File: src/rtl/b13_pkg.sv
// b13_pkg: shared FSM encodings and timing defaults for the serial receiver
package b13_pkg;
  typedef enum logic [1:0] {
    IDLE  = 2'b00,
    START = 2'b01,
    DATA  = 2'b10,
    STOP  = 2'b11
  } state_t;
  localparam int BIT_PERIOD_DEF = 106;
endpackage

File: src/rtl/b13_rx_fifo.sv
// b13_rx_fifo: 2-entry byte FIFO; a push while full is accepted only alongside a pop
module b13_rx_fifo (
  input  logic       clock,
  input  logic       reset,
  input  logic       push,
  input  logic       pop,
  input  logic [7:0] wr_data,
  output logic [7:0] rd_data,
  output logic       full,
  output logic       empty
);
  logic [7:0] mem_q [2];
  logic [7:0] mem_d [2];
  logic       wr_ptr_q, wr_ptr_d, rd_ptr_q, rd_ptr_d, do_push, do_pop;
  logic [1:0] count_q, count_d;
  assign full    = count_q == 2'd2;
  assign empty   = count_q == 2'd0;
  assign rd_data = mem_q[rd_ptr_q];
  always_comb begin
    do_pop   = pop && !empty;
    do_push  = push && (!full || do_pop);
    mem_d    = mem_q;
    if (do_push) mem_d[wr_ptr_q] = wr_data;
    wr_ptr_d = wr_ptr_q ^ do_push;
    rd_ptr_d = rd_ptr_q ^ do_pop;
    count_d  = count_q + 2'(do_push) - 2'(do_pop);
  end
  always_ff @(posedge clock or posedge reset) begin
    if (reset) begin
      mem_q    <= '{default: '0};
      wr_ptr_q <= 1'b0;
      rd_ptr_q <= 1'b0;
      count_q  <= 2'd0;
    end else begin
      mem_q    <= mem_d;
      wr_ptr_q <= wr_ptr_d;
      rd_ptr_q <= rd_ptr_d;
      count_q  <= count_d;
    end
  end
endmodule

File: src/rtl/b13_serial_rx.sv
// b13_serial_rx: mid-bit sampling 8N1 receiver feeding a 2-entry buffer
module b13_serial_rx
  import b13_pkg::*;
#(
  parameter int BIT_PERIOD  = BIT_PERIOD_DEF,
  parameter int HALF_PERIOD = BIT_PERIOD / 2
) (
  input  logic       clock,
  input  logic       reset,
  input  logic       rx_in,
  output logic       dsr,
  output logic [7:0] rd_data,
  output logic       rd_valid,
  input  logic       rd_ready,
  output logic       frame_err,
  output logic       overrun
);
  localparam logic [6:0] BIT_LAST  = 7'(BIT_PERIOD - 1);
  localparam logic [6:0] HALF_LAST = 7'(HALF_PERIOD - 1);
  state_t     state_q, state_d;
  logic [1:0] sync_q, sync_d;
  logic [6:0] timer_q, timer_d;
  logic [2:0] idx_q, idx_d;
  logic [7:0] shift_q, shift_d;
  logic       push_q, push_d, frame_err_q, frame_err_d, overrun_q, overrun_d;
  logic       rxs, full, empty, blocked;
  assign rxs       = sync_q[1];
  assign dsr       = !full;
  assign rd_valid  = !empty;
  assign frame_err = frame_err_q;
  assign overrun   = overrun_q;
  // A pop on the stop-sample edge frees the slot the delayed push will use
  assign blocked   = full && !rd_ready;
  always_comb begin
    state_d     = state_q;
    sync_d      = {sync_q[0], rx_in};
    timer_d     = timer_q + 7'd1;
    idx_d       = idx_q;
    shift_d     = shift_q;
    push_d      = 1'b0;
    frame_err_d = 1'b0;
    overrun_d   = 1'b0;
    case (state_q)
      IDLE: begin
        timer_d = 7'd0;
        state_d = rxs ? IDLE : START;
      end
      START: if (timer_q == HALF_LAST) begin
        timer_d = 7'd0;
        idx_d   = 3'd0;
        state_d = rxs ? IDLE : DATA;
      end
      DATA: if (timer_q == BIT_LAST) begin
        timer_d = 7'd0;
        shift_d = {shift_q[6:0], rxs};
        idx_d   = idx_q + 3'd1;
        state_d = (idx_q == 3'd7) ? STOP : DATA;
      end
      STOP: if (timer_q == BIT_LAST) begin
        timer_d     = 7'd0;
        state_d     = IDLE;
        push_d      = rxs && !blocked;
        overrun_d   = rxs && blocked;
        frame_err_d = !rxs;
      end
      default: state_d = IDLE;
    endcase
  end
  always_ff @(posedge clock or posedge reset) begin
    if (reset) begin
      state_q     <= IDLE;
      sync_q      <= 2'b11;
      timer_q     <= 7'd0;
      idx_q       <= 3'd0;
      shift_q     <= 8'd0;
      push_q      <= 1'b0;
      frame_err_q <= 1'b0;
      overrun_q   <= 1'b0;
    end else begin
      state_q     <= state_d;
      sync_q      <= sync_d;
      timer_q     <= timer_d;
      idx_q       <= idx_d;
      shift_q     <= shift_d;
      push_q      <= push_d;
      frame_err_q <= frame_err_d;
      overrun_q   <= overrun_d;
    end
  end
  // shift_q is stable for the push edge: the next frame cannot reach DATA that soon
  b13_rx_fifo u_fifo (
    .clock   (clock),
    .reset   (reset),
    .push    (push_q),
    .pop     (rd_ready),
    .wr_data (shift_q),
    .rd_data (rd_data),
    .full    (full),
    .empty   (empty)
  );
endmodule

File: config.mk
export PLATFORM = sky130hd
export DESIGN_NAME = b13_serial_rx
export DESIGN_NICKNAME = d
export VERILOG_FILES = /design/src/rtl/b13_pkg.sv /design/src/rtl/b13_rx_fifo.sv /design/src/rtl/b13_serial_rx.sv
export SDC_FILE = /design/constraint.sdc
export NUM_CORES = 1
export LEC_CHECK = 0
export CORE_MARGIN = 4
export CORE_UTILIZATION = 26
export CTS_CLUSTER_DIAMETER = 80
export DETAILED_ROUTE_END_ITERATION = 8
export GPL_TIMING_DRIVEN = 0
export SLEW_MARGIN = 25
export SYNTH_ARGS = -nofsm -noshare
export SYNTH_HDL_FRONTEND = slang
export SYNTH_SLANG_ARGS = --single-unit
File: constraint.sdc
create_clock -name clock -period 3.6 [get_ports clock]
set_clock_uncertainty 0.2 [all_clocks]
set_input_delay 0.72 -clock clock [delete_from_list [all_inputs] [get_ports clock]]
set_output_delay 0.72 -clock clock [all_outputs]
set_load 0.1 [all_outputs]
### After elaboration in Yosys (flattened, before gate mapping)

Index checks and enable logic that the tools add are counted.

* order comparisons: 3
* multiplexer cells: 25
* reductions and logical operators: 19
* bitwise logic cells: 4
* equal/unequal tests: 10
* $add $sub $neg: 4

Operators with widths (number)
* 2-to-1 mux 8 bit: 4
* one-hot mux 7 bit (3 select lines): 1
* bitwise mux 16 bit: 1
* 2-to-1 mux 7 bit: 2
* demux 8 bit (select 1 bit): 1
* 2-to-1 mux 1 bit: 8
* 2-to-1 mux 2 bit: 4
* one-hot mux 2 bit (4 select lines): 1
* adder 7 x 1 -> 7 bit, second input constant: 1
* equality test 7 x 6 -> 1 bit, second input constant: 1
* equality test 7 bit, second input constant: 1
* equality test 2 bit, second input constant: 3
* logical AND 1 bit: 6
* 2-to-1 mux 3 bit: 2
* inequality test 2 bit, second input constant: 3
* one-hot mux 3 bit (2 select lines): 1
* AND reduction 3 bit: 2
* logical NOT 1 bit: 5
* greater-or-equal comparator 2 bit, second input constant: 2
* logical NOT 2 bit: 2
* inverter 1 -> 2 bit: 2
* adder 3 x 1 -> 3 bit, second input constant: 1
* equality test 3 bit, second input constant: 1
* adder 2 x 1 -> 2 bit: 1
* other kinds (8): 9

* input port bits: 4
* output and inout port bits: 12
* register bits: 45
* logic and storage cells: 78

### Depth between registers and ports, before layout

Gate-level depths: netlist of the first run.

* depth after elaboration: 7
* mapped depth: 8

### By module

From an unflattened synthesis of the first run, not the netlist that was laid out.

* cells, all modules: 164
* area total of the unflattened synthesis: 2249.7 um^2

By module, submodules not included
* b13_serial_rx: cells an instance 100, area an instance 1229.9 um^2, times used 1, sequential area each 628.1 um^2
* b13_rx_fifo: cells an instance 64, area an instance 1019.7 um^2, times used 1, sequential area each 500.5 um^2

### Least setup slack after synthesis of the first run

Ideal clock, no wire load.

* path kind: register to register
* from: reg u_fifo.count_q[0]
* to: reg u_fifo.mem_q[10] (netlist name)
* arrival time: 2378 ps
* path buffers: 1
* path slack: 897 ps
* clock period less this slack: 2703 ps
* stages on the path, launching flop included: 7
* cells stage by stage: dfrtp_1 > nand2b_1 > or2_2 > and2_1 > ha_1 > clkbuf_1 > mux2_2

* elaborated cells on any way between the ends: 7

RTL lines
* from (decl): RTL line b13_rx_fifo.sv:15 `logic [1:0] count_q, count_d;`
* from (signal assigned): RTL line b13_rx_fifo.sv:38 `count_q <= count_d;`
* equality test 2 bit: RTL line b13_rx_fifo.sv:16 `assign full = count_q == 2'd2;`
* logical NOT 1 bit
* named net dsr: RTL line b13_serial_rx.sv:11 `output logic dsr,`
* logical OR 1 bit: RTL line b13_rx_fifo.sv:21 `do_push = push && (!full || do_pop);`
* logical AND 1 bit: RTL line b13_rx_fifo.sv:21
* to (signal assigned): RTL line b13_rx_fifo.sv:35 `mem_q <= mem_d;`
* to (decl): RTL line b13_rx_fifo.sv:12 `logic [7:0] mem_q [2];`

The timed path passes the listed nets, and every way through them passes these cells.
A chain may end at the register's enable or synchronous reset.

### Worst setup path in the final report of the first run

* from: reg u_fifo.rd_ptr_q
* to: out rd_data[2]

* word-level cells in the longest chain between the ends: 4

RTL lines
* from (decl): RTL line b13_rx_fifo.sv:14 `logic wr_ptr_q, wr_ptr_d, rd_ptr_q, rd_ptr_d, do_push, do_pop;`
* from (signal assigned): RTL line b13_rx_fifo.sv:37 `rd_ptr_q <= rd_ptr_d;`
* inverter 1 -> 2 bit (not written as such): RTL line b13_rx_fifo.sv:18 `assign rd_data = mem_q[rd_ptr_q];`
* 2-to-1 mux 8 bit (not written as such) (3 in series): RTL line b13_rx_fifo.sv:18
* to (decl): RTL line b13_serial_rx.sv:12 `output logic [7:0] rd_data,`

Every way passes these cells. The select of a mux whose other input is x is not followed.

==> results of run 1 <==
==> metal layers <==
| metal | track usage, % | vias up |
|---|---|---|
| li1 | - | 634 |
| met1 | 9.982 | 656 |
| met2 | 12.64 | 12 |
| met3 | 2.123 | 7 |
| met4 | 3.782 | 0 |
| met5 | 0 | - |
==> metrics by stage <==
step | cells | util, %
after CTS | 291 | 32.25
after global placement | 282 | 30.80
after detailed placement | 283 | 31.06
final | 291 | 32.25
after floorplan | 165 | -
after global routing | 291 | 32.25
==> worst max-delay path by stage <==
stage                                               to  slack, ps  cells past startpoint
final                                       rd_data[2]        140                      3
after global routing                        rd_data[2]         30                      3
after CTS                                   rd_data[2]         90                      3
after detailed placement                    rd_data[2]        430                      3
after global placement                      rd_data[2]        450                      3
after floorplan           u_fifo.mem_q[10]$_DFFE_PP0P_        900                      6
==> registers in the layout, indices dropped and copies added, names as in the netlist, named ones only <==
signal	flops
frame_err	1
state_q	1
u_fifo.count_q	2
shift_q	8
sync_q	2
push_q	1
u_fifo.rd_ptr_q	1
u_fifo.mem_q	16
idx_q	3
u_fifo.wr_ptr_q	1
overrun	1
timer_q	7
==> logic make-up after synthesis <==
group                    count (synthesis)
AO/OA/AOI/OAI                           24
XOR/XNOR                                 6
adder cells (fa/ha/maj)                  9
buffers and inverters                   15
flip-flops                              45
multiplexers                            32
AND/OR/NAND/NOR                         34
==> synthesized netlist by cell type <==
master / count
sky130_fd_sc_hd__nand4b_1: 1
sky130_fd_sc_hd__nand4_1: 2
sky130_fd_sc_hd__o21ai_2: 1
sky130_fd_sc_hd__mux2_2: 26
sky130_fd_sc_hd__nand3_1: 5
sky130_fd_sc_hd__o21a_1: 1
sky130_fd_sc_hd__xnor2_1: 3
sky130_fd_sc_hd__or3_1: 2
sky130_fd_sc_hd__inv_1: 8
sky130_fd_sc_hd__ha_1: 9
sky130_fd_sc_hd__a221oi_1: 1
sky130_fd_sc_hd__and2_1: 2
sky130_fd_sc_hd__nor2_2: 1
sky130_fd_sc_hd__nor4b_1: 1
sky130_fd_sc_hd__o211ai_2: 1
sky130_fd_sc_hd__nor3b_2: 1
sky130_fd_sc_hd__a211oi_1: 2
sky130_fd_sc_hd__clkbuf_1: 3
sky130_fd_sc_hd__and2b_2: 2
sky130_fd_sc_hd__and4b_1: 1
sky130_fd_sc_hd__nand4bb_1: 2
sky130_fd_sc_hd__dfstp_2: 2
sky130_fd_sc_hd__xor2_1: 3
sky130_fd_sc_hd__o2bb2ai_1: 1
sky130_fd_sc_hd__nor3_1: 2
sky130_fd_sc_hd__buf_2: 3
sky130_fd_sc_hd__a21boi_1: 1
sky130_fd_sc_hd__nor4_1: 2
sky130_fd_sc_hd__o211ai_1: 2
sky130_fd_sc_hd__nor3b_1: 1
sky130_fd_sc_hd__nand2_1: 4
sky130_fd_sc_hd__a22oi_1: 2
sky130_fd_sc_hd__nand2b_1: 2
sky130_fd_sc_hd__buf_6: 1
sky130_fd_sc_hd__a21oi_1: 7
sky130_fd_sc_hd__nand3_4: 1
sky130_fd_sc_hd__dfrtp_1: 43
sky130_fd_sc_hd__or2_2: 2
sky130_fd_sc_hd__mux2_4: 6
sky130_fd_sc_hd__o21ai_0: 5
==> final cells by class <==
| cell class | count | area [sq um] | area share (%) |
|---|---|---|---|
| Tap cell | 102 | 127.6 | 5.042 |
| Sequential cell | 45 | 1129 | 44.59 |
| Inverter | 8 | 30.03 | 1.186 |
| Timing Repair Buffer | 16 | 170.2 | 6.723 |
| Clock inverter | 3 | 25.02 | 0.9886 |
| Buffer | 7 | 37.54 | 1.483 |
| Multi-Input combinational cell | 105 | 943.4 | 37.27 |
| Clock buffer | 5 | 68.82 | 2.719 |
==> power by group <==
part           internal, uW  switching (uW)
Sequential              526            11.3
Clock                   142             189
Combinational          71.5             149
Total                   740             350
==> impl_results.html, run 1 <==
<table>
<tr><th>Metric</th><th>Value</th></tr>
<tr><th colspan="2">Clock network</th></tr>
<tr><td>Bufs on Longest Clock Path</td><td>2</td></tr>
<tr><td>Clk pin slew, worst setup/hold paths</td><td>90 ps</td></tr>
<tr><td>Num CTS Buffers</td><td>5</td></tr>
<tr><td>Cell at the root of the clock tree</td><td>sky130_fd_sc_hd__clkbuf_8</td></tr>
<tr><td>Latest clock arrival within the worst-skew pair</td><td>310 ps</td></tr>
<tr><td>Post-CTS Repair Setup Buffers</td><td>0</td></tr>
<tr><td>Gates resized, CTS repair</td><td>0</td></tr>
<tr><td>CTS Hold Buffers Added</td><td>0</td></tr>
<tr><td>Clock tree from TritonCTS</td><td>built</td></tr>
<tr><td>Clock sink count</td><td>45</td></tr>
<tr><td>CTS H-tree depth</td><td>2</td></tr>
<tr><th colspan="2">Critical path</th></tr>
<tr><td>Worst endpoint required time</td><td>2680 ps</td></tr>
<tr><td>Number of buffers and inverters on the critical path</td><td>2</td></tr>
<tr><td>Setup crit start kind</td><td>flop</td></tr>
<tr><td>Kind of end point of the critical path</td><td>output port</td></tr>
<tr><td>Maximum single-stage delay on the critical path</td><td>1130 ps</td></tr>
<tr><td>Reg-to-reg setup timing slack</td><td>1470 ps</td></tr>
<tr><td>Reg-to-reg endpoint</td><td>u_fifo.mem_q[11]$_DFFE_PP0P_</td></tr>
<tr><td>Arrival time of data at the critical path endpoint</td><td>2540 ps</td></tr>
<tr><td>CP startpoint</td><td>u_fifo.rd_ptr_q$_DFF_PP0_</td></tr>
<tr><td>Standard cell with the maximum stage delay on the critical path</td><td>sky130_fd_sc_hd__clkdlybuf4s50_1</td></tr>
<tr><td>Top Family by Delay on Critical Path</td><td>buffers and inverters</td></tr>
<tr><td>Worst r2r src</td><td>u_fifo.count_q[0]$_DFF_PP0_</td></tr>
<tr><td>Critical Path, Cell by Cell</td><td>clkbuf_1 &gt; mux2_2 &gt; clkdlybuf4s50_1</td></tr>
<tr><td>Max Fanout on Critical Path</td><td>9</td></tr>
<tr><td>R2R depth</td><td>6</td></tr>
<tr><td>Classification of the worst setup path</td><td>flop to output port</td></tr>
<tr><th colspan="2">Timing</th></tr>
<tr><td>Remaining max-slew budget at the tightest pin</td><td>34.89%</td></tr>
<tr><td>Period utilisation layout</td><td>96.11%</td></tr>
<tr><td>Number of endpoints with negative hold slack in the final report</td><td>0</td></tr>
<tr><td>Max-slew violations</td><td>0</td></tr>
<tr><td>Minimum period implied by the final worst setup slack</td><td>3460 ps</td></tr>
<tr><td>Setup WS post-layout</td><td>139.9 ps</td></tr>
<tr><td>Number of setup violations in the final report</td><td>0</td></tr>
<tr><td>Unrepaired setup endpoints after global routing</td><td>false</td></tr>
<tr><td>Transition time of the tightest slew-check pin</td><td>973.6 ps</td></tr>
<tr><td>WHS</td><td>158.5 ps</td></tr>
<tr><td>FMAX</td><td>289.0 MHz</td></tr>
<tr><td>Final TNS setup</td><td>0 ps</td></tr>
<tr><th colspan="2">Synth</th></tr>
<tr><td>Post-Syn Instances</td><td>165</td></tr>
<tr><td>Number of distinct library cells after synthesis</td><td>40</td></tr>
<tr><td>Nets in the synthesized netlist</td><td>178</td></tr>
<tr><td>Synthesized-area fraction occupied by and/or/nand/nor cells</td><td>11.05%</td></tr>
<tr><td>Fraction of the mapped netlist area in compound gates</td><td>7.427%</td></tr>
<tr><td>Synthesized cell area</td><td>2140 sq um</td></tr>
<tr><td>Post-synthesis register bit count</td><td>45</td></tr>
<tr><td>Mux share of post-synthesis cell area</td><td>17.89%</td></tr>
<tr><td>Leading post-synthesis cells by cell area</td><td>sky130_fd_sc_hd__dfrtp_1, sky130_fd_sc_hd__mux2_2, sky130_fd_sc_hd__ha_1, sky130_fd_sc_hd__mux2_4, sky130_fd_sc_hd__dfstp_2</td></tr>
<tr><td>Cell type contributing the most total cell area after synthesis</td><td>sky130_fd_sc_hd__dfrtp_1</td></tr>
<tr><td>Top-area cell type share of the netlist area</td><td>50.29%</td></tr>
<tr><td>Main combinational cell family by area after synthesis</td><td>multiplexers</td></tr>
<tr><td>Fraction of the mapped netlist area in adder cells</td><td>5.263%</td></tr>
<tr><td>Count of synthesis-stage warnings from yosys</td><td>0</td></tr>
<tr><td>Sequential-to-total area share from yosys stat</td><td>52.75%</td></tr>
<tr><td>Parity-gate share of the synthesized area counting xor and xnor cells</td><td>2.456%</td></tr>
<tr><td>Syn Area/Cell</td><td>12.97 sq um</td></tr>
<tr><th colspan="2">Placed design</th></tr>
<tr><td>Placement-stage worst setup slack</td><td>433.2 ps</td></tr>
<tr><td>DP HPWL</td><td>2495 microns</td></tr>
<tr><td>Final Wtd Congestion</td><td>0.7666</td></tr>
<tr><td>Area after detailed placement</td><td>2437 sq um</td></tr>
<tr><td>Buffers on Ports</td><td>15</td></tr>
<tr><th colspan="2">Routing</th></tr>
<tr><td>Detailed-routing iteration count for the pre-antenna-repair pass</td><td>4</td></tr>
<tr><td>Remaining design rule violation count</td><td>0</td></tr>
<tr><td>Wire length per cell after detailed routing</td><td>12.32 microns</td></tr>
<tr><td>Violation count after the first detailed-route iteration</td><td>33</td></tr>
<tr><td>Met3 layer wire length in the routed design</td><td>115 microns</td></tr>
<tr><td>Total routed wirelength</td><td>3585 microns</td></tr>
<tr><td>Via Count</td><td>1309</td></tr>
<tr><td>Routed length on met1</td><td>1662 microns</td></tr>
<tr><td>Top sig layer</td><td>met4</td></tr>
<tr><td>Routed met2 length</td><td>1735 microns</td></tr>
<tr><td>Final ANT Viol Nets</td><td>0</td></tr>
<tr><td>Per-cell via count in the routed design</td><td>4.498</td></tr>
<tr><th colspan="2">Min path</th></tr>
<tr><td>Hold Path End</td><td>sync_q[1]$_DFF_PP1_</td></tr>
<tr><td>Number of instances on the worst hold path</td><td>0</td></tr>
<tr><td>Path category of the worst min-delay check</td><td>flop to flop</td></tr>
<tr><td>Worst Hold Launch</td><td>sync_q[0]$_DFF_PP1_</td></tr>
<tr><th colspan="2">Floorplanning</th></tr>
<tr><td>Width of the chip</td><td>98.72 microns</td></tr>
<tr><td>Cell row count</td><td>32</td></tr>
<tr><td>Area enclosed by the die boundary</td><td>9745 sq um</td></tr>
<tr><td>Boundary Pins</td><td>16</td></tr>
<tr><td>Starting Density</td><td>27.26%</td></tr>
<tr><td>Core box area</td><td>7848 sq um</td></tr>
<tr><td>Die Y-Extent</td><td>98.72 microns</td></tr>
<tr><th colspan="2">Finish</th></tr>
<tr><td>Filler cell count</td><td>826</td></tr>
<tr><td>Final design instance area without fill</td><td>2531 sq um</td></tr>
<tr><td>Final antenna diode count</td><td>0</td></tr>
<tr><td>Most common cell after layout, fill and taps aside</td><td>sky130_fd_sc_hd__dfrtp_1</td></tr>
<tr><td>Area Growth Syn to Fin</td><td>18.30%</td></tr>
<tr><td>Fin nets</td><td>201</td></tr>
<tr><td>Fraction of final layout cells sized beyond drive strength 1</td><td>30.16%</td></tr>
<tr><td>Most frequent cells in the layout</td><td>sky130_fd_sc_hd__dfrtp_1, sky130_fd_sc_hd__mux2_2, sky130_fd_sc_hd__clkdlybuf4s50_1</td></tr>
<tr><th colspan="2">GRT</th></tr>
<tr><td>Vias in the first global route</td><td>1298</td></tr>
<tr><td>Number of antenna violations at the first check in global routing</td><td>0</td></tr>
<tr><td>Overall global routing resource usage</td><td>7.926%</td></tr>
<tr><td>Largest net degree at the start of global routing</td><td>33</td></tr>
<tr><td>Global-route wire length before repair</td><td>6141 microns</td></tr>
<tr><td>Leftover overflow at the end of global routing</td><td>0</td></tr>
<tr><th colspan="2">Pwr</th></tr>
<tr><td>Power per Cell Area</td><td>430.2 nW/um^2</td></tr>
<tr><td>Maximum vdd drop</td><td>178.5 uV</td></tr>
<tr><td>Leakage power</td><td>0.001149 uW</td></tr>
<tr><td>Overall power after layout</td><td>1089 uW</td></tr>
<tr><th colspan="2">Job</th></tr>
<tr><td>Max cap viols</td><td>0</td></tr>
<tr><th colspan="2">Outcome</th></tr>
<tr><td>Status</td><td>finished, final reports clean</td></tr>
</table>
(Power assumes the default switching activity.)
==> run 2, diff against run 1 <==
CORE_MARGIN = default   (was 4)
==> impl_results.html, run 2 (synthesis gave the netlist of run 1 again) <==
<table>
<tr><th>Metric</th><th>Value</th></tr>
<tr><th colspan="2">Clock network</th></tr>
<tr><td>Clock sink count</td><td>45 (unchanged)</td></tr>
<tr><td>Clk pin slew, worst setup/hold paths</td><td>90 ps (about the same)</td></tr>
<tr><td>Gates resized, CTS repair</td><td>0 (unchanged)</td></tr>
<tr><td>Bufs on Longest Clock Path</td><td>2 (unchanged)</td></tr>
<tr><td>CTS Hold Buffers Added</td><td>0 (unchanged)</td></tr>
<tr><td>Num CTS Buffers</td><td>5 (unchanged)</td></tr>
<tr><td>Post-CTS Repair Setup Buffers</td><td>0 (unchanged)</td></tr>
<tr><td>Cell at the root of the clock tree</td><td>sky130_fd_sc_hd__clkbuf_8</td></tr>
<tr><td>Latest clock arrival within the worst-skew pair</td><td>300 ps (about the same)</td></tr>
<tr><td>CTS H-tree depth</td><td>2 (unchanged)</td></tr>
<tr><td>Clock tree from TritonCTS</td><td>built</td></tr>
<tr><th colspan="2">Timing</th></tr>
<tr><td>Final TNS setup</td><td>0 ps (unchanged)</td></tr>
<tr><td>Max-slew violations</td><td>0 (unchanged)</td></tr>
<tr><td>Period utilisation layout</td><td>94.91% (-1.2 points)</td></tr>
<tr><td>Transition time of the tightest slew-check pin</td><td>986.0 ps (+12.38 ps)</td></tr>
<tr><td>FMAX</td><td>292.7 MHz (+1.3%)</td></tr>
<tr><td>Number of setup violations in the final report</td><td>0 (unchanged)</td></tr>
<tr><td>Minimum period implied by the final worst setup slack</td><td>3417 ps (-43.25 ps)</td></tr>
<tr><td>Setup WS post-layout</td><td>183.1 ps (+43.25 ps)</td></tr>
<tr><td>Remaining max-slew budget at the tightest pin</td><td>34.06% (-0.83 points)</td></tr>
<tr><td>Unrepaired setup endpoints after global routing</td><td>false</td></tr>
<tr><td>Number of endpoints with negative hold slack in the final report</td><td>0 (unchanged)</td></tr>
<tr><th colspan="2">Critical path</th></tr>
<tr><td>Reg-to-reg setup timing slack</td><td>1460 ps (about the same)</td></tr>
<tr><td>Setup crit start kind</td><td>flop</td></tr>
<tr><td>Arrival time of data at the critical path endpoint</td><td>2500 ps (-40 ps)</td></tr>
<tr><td>Worst endpoint required time</td><td>2680 ps (about the same)</td></tr>
<tr><td>Kind of end point of the critical path</td><td>output port</td></tr>
<tr><td>Classification of the worst setup path</td><td>flop to output port</td></tr>
<tr><td>Max Fanout on Critical Path</td><td>9 (unchanged)</td></tr>
<tr><th colspan="2">Placed design</th></tr>
<tr><td>Buffers on Ports</td><td>15 (unchanged)</td></tr>
<tr><td>Placement-stage worst setup slack</td><td>483.0 ps (+49.73 ps)</td></tr>
<tr><td>Area after detailed placement</td><td>2437 sq um (unchanged)</td></tr>
<tr><td>Final Wtd Congestion</td><td>0.7785 (+1.6%)</td></tr>
<tr><td>DP HPWL</td><td>2516 microns (+0.85%)</td></tr>
<tr><th colspan="2">GRT</th></tr>
<tr><td>Number of antenna violations at the first check in global routing</td><td>0 (unchanged)</td></tr>
<tr><td>Global-route wire length before repair</td><td>6748 microns (+9.9%)</td></tr>
<tr><td>Vias in the first global route</td><td>1389 (+7.0%)</td></tr>
<tr><td>Largest net degree at the start of global routing</td><td>33 (unchanged)</td></tr>
<tr><td>Overall global routing resource usage</td><td>10.16% (+2.2 points)</td></tr>
<tr><td>Leftover overflow at the end of global routing</td><td>0 (unchanged)</td></tr>
<tr><th colspan="2">Finish</th></tr>
<tr><td>Area taken by multi-input logic gates</td><td>943.4 sq um (unchanged)</td></tr>
<tr><td>Most frequent cells in the layout</td><td>sky130_fd_sc_hd__dfrtp_1, sky130_fd_sc_hd__mux2_2, sky130_fd_sc_hd__clkdlybuf4s50_1</td></tr>
<tr><td>Most common cell after layout, fill and taps aside</td><td>sky130_fd_sc_hd__dfrtp_1</td></tr>
<tr><td>Final design instance area without fill</td><td>2549 sq um (+0.69%)</td></tr>
<tr><td>Flip-flop count of the largest register, all copies and words added</td><td>16 (unchanged)</td></tr>
<tr><td>Filler cell count</td><td>798 (-3.4%)</td></tr>
<tr><td>Area Growth Syn to Fin</td><td>19.12%</td></tr>
<tr><td>Registers with the most flip-flops</td><td>u_fifo.mem_q x16, shift_q x8, timer_q x7</td></tr>
<tr><td>Total area of sequential cells</td><td>1129 sq um (unchanged)</td></tr>
<tr><td>Final antenna diode count</td><td>0 (unchanged)</td></tr>
<tr><td>Fin nets</td><td>201 (unchanged)</td></tr>
<tr><td>Largest Register</td><td>u_fifo.mem_q</td></tr>
<tr><td>Fraction of final layout cells sized beyond drive strength 1</td><td>29.63% (-0.53 points)</td></tr>
<tr><th colspan="2">Routing</th></tr>
<tr><td>Remaining design rule violation count</td><td>0 (unchanged)</td></tr>
<tr><td>Routed length on met1</td><td>1777 microns (+6.9%)</td></tr>
<tr><td>Violation count after the first detailed-route iteration</td><td>31 (-6.1%)</td></tr>
<tr><td>Routed met2 length</td><td>1681 microns (-3.1%)</td></tr>
<tr><td>Final ANT Viol Nets</td><td>0 (unchanged)</td></tr>
<tr><td>Via Count</td><td>1300 (-0.69%)</td></tr>
<tr><td>Total routed wirelength</td><td>3666 microns (+2.3%)</td></tr>
<tr><td>Wire length per cell after detailed routing</td><td>12.60 microns (+2.3%)</td></tr>
<tr><td>Top sig layer</td><td>met4</td></tr>
<tr><td>Met3 layer wire length in the routed design</td><td>141 microns (+23%)</td></tr>
<tr><td>Detailed-routing iteration count for the pre-antenna-repair pass</td><td>4 (unchanged)</td></tr>
<tr><td>Per-cell via count in the routed design</td><td>4.467 (-0.69%)</td></tr>
<tr><th colspan="2">Pwr</th></tr>
<tr><td>Leakage power</td><td>0.001159 uW (+0.89%)</td></tr>
<tr><td>Overall power after layout</td><td>1138 uW (+4.5%)</td></tr>
<tr><td>Power per Cell Area</td><td>446.6 nW/um^2 (+3.8%)</td></tr>
<tr><td>Maximum vdd drop</td><td>163.9 uV (-8.2%)</td></tr>
<tr><th colspan="2">Floorplanning</th></tr>
<tr><td>Area enclosed by the die boundary</td><td>8596 sq um (-12%)</td></tr>
<tr><td>Die Y-Extent</td><td>92.72 microns (-6.1%)</td></tr>
<tr><td>Width of the chip</td><td>92.72 microns (-6.1%)</td></tr>
<tr><td>Starting Density</td><td>27.26% (unchanged)</td></tr>
<tr><td>Cell row count</td><td>32 (unchanged)</td></tr>
<tr><td>Boundary Pins</td><td>16 (unchanged)</td></tr>
<tr><td>Core box area</td><td>7848 sq um (unchanged)</td></tr>
<tr><th colspan="2">Min path</th></tr>
<tr><td>Path category of the worst min-delay check</td><td>flop to flop</td></tr>
<tr><th colspan="2">Job</th></tr>
<tr><td>Max cap viols</td><td>0 (unchanged)</td></tr>
<tr><th colspan="2">Outcome</th></tr>
<tr><td>Status</td><td>finished, final reports clean</td></tr>
</table>
run 2: stage by stage:
step / cells / hold WS [ps] / util (%)
5_1_grt: 291 / 168.4 / 32.48
4_1_cts: 291 / 164.3 / 32.48
6_report: 291 / 162.0 / 32.48
3_3_place_gp: 282 / 145.8 / 30.80
2_1_floorplan: 165 / 145.2 / -
3_5_place_dp: 283 / 150.9 / 31.06
run 2: final cells by class:
type,instances,area share [%]
multi-input combinational,105,37.02
inverter,8,1.178
tap,102,5.007
timing repair buffer,16,6.676
sequential,45,44.28
clock buffer,6,2.847
clock inverter,2,1.522
buffer,7,1.473
run 2: final timing paths:
check | startpoint | endpoint | cells after the start
max | u_fifo.rd_ptr_q$_DFF_PP0_ | rd_data[3] | 3
min reg2reg | sync_q[0]$_DFF_PP1_ | sync_q[1]$_DFF_PP1_ | 0
min | sync_q[0]$_DFF_PP1_ | sync_q[1]$_DFF_PP1_ | 0
max reg2reg | u_fifo.count_q[0]$_DFF_PP0_ | u_fifo.mem_q[12]$_DFFE_PP0P_ | 6
max in group asynchronous | reset | sync_q[1]$_DFF_PP1_ | 3
min in group asynchronous | reset | timer_q[0]$_DFF_PP0_ | 2
run 2: power breakdown:
group / internal [uW] / switching, uW
registers: 526 / 11.7
clock network: 208 / 172
logic: 71.6 / 148
total: 806 / 332
run 2: per-layer routing:
| metal | track usage [%] | vias to the layer above |
|---|---|---|
| met2 | 15.74 | 19 |
| li1 | - | 632 |
| met4 | 4.615 | 0 |
| met3 | 2.627 | 7 |
| met1 | 13.30 | 642 |
| met5 | 0 | - |
run 2: critical path: stages, from the launching register on:
cell,delay (ps)
sky130_fd_sc_hd__dfrtp_1,330
sky130_fd_sc_hd__clkbuf_1,460
sky130_fd_sc_hd__mux2_2,270
sky130_fd_sc_hd__clkdlybuf4s50_1,1140
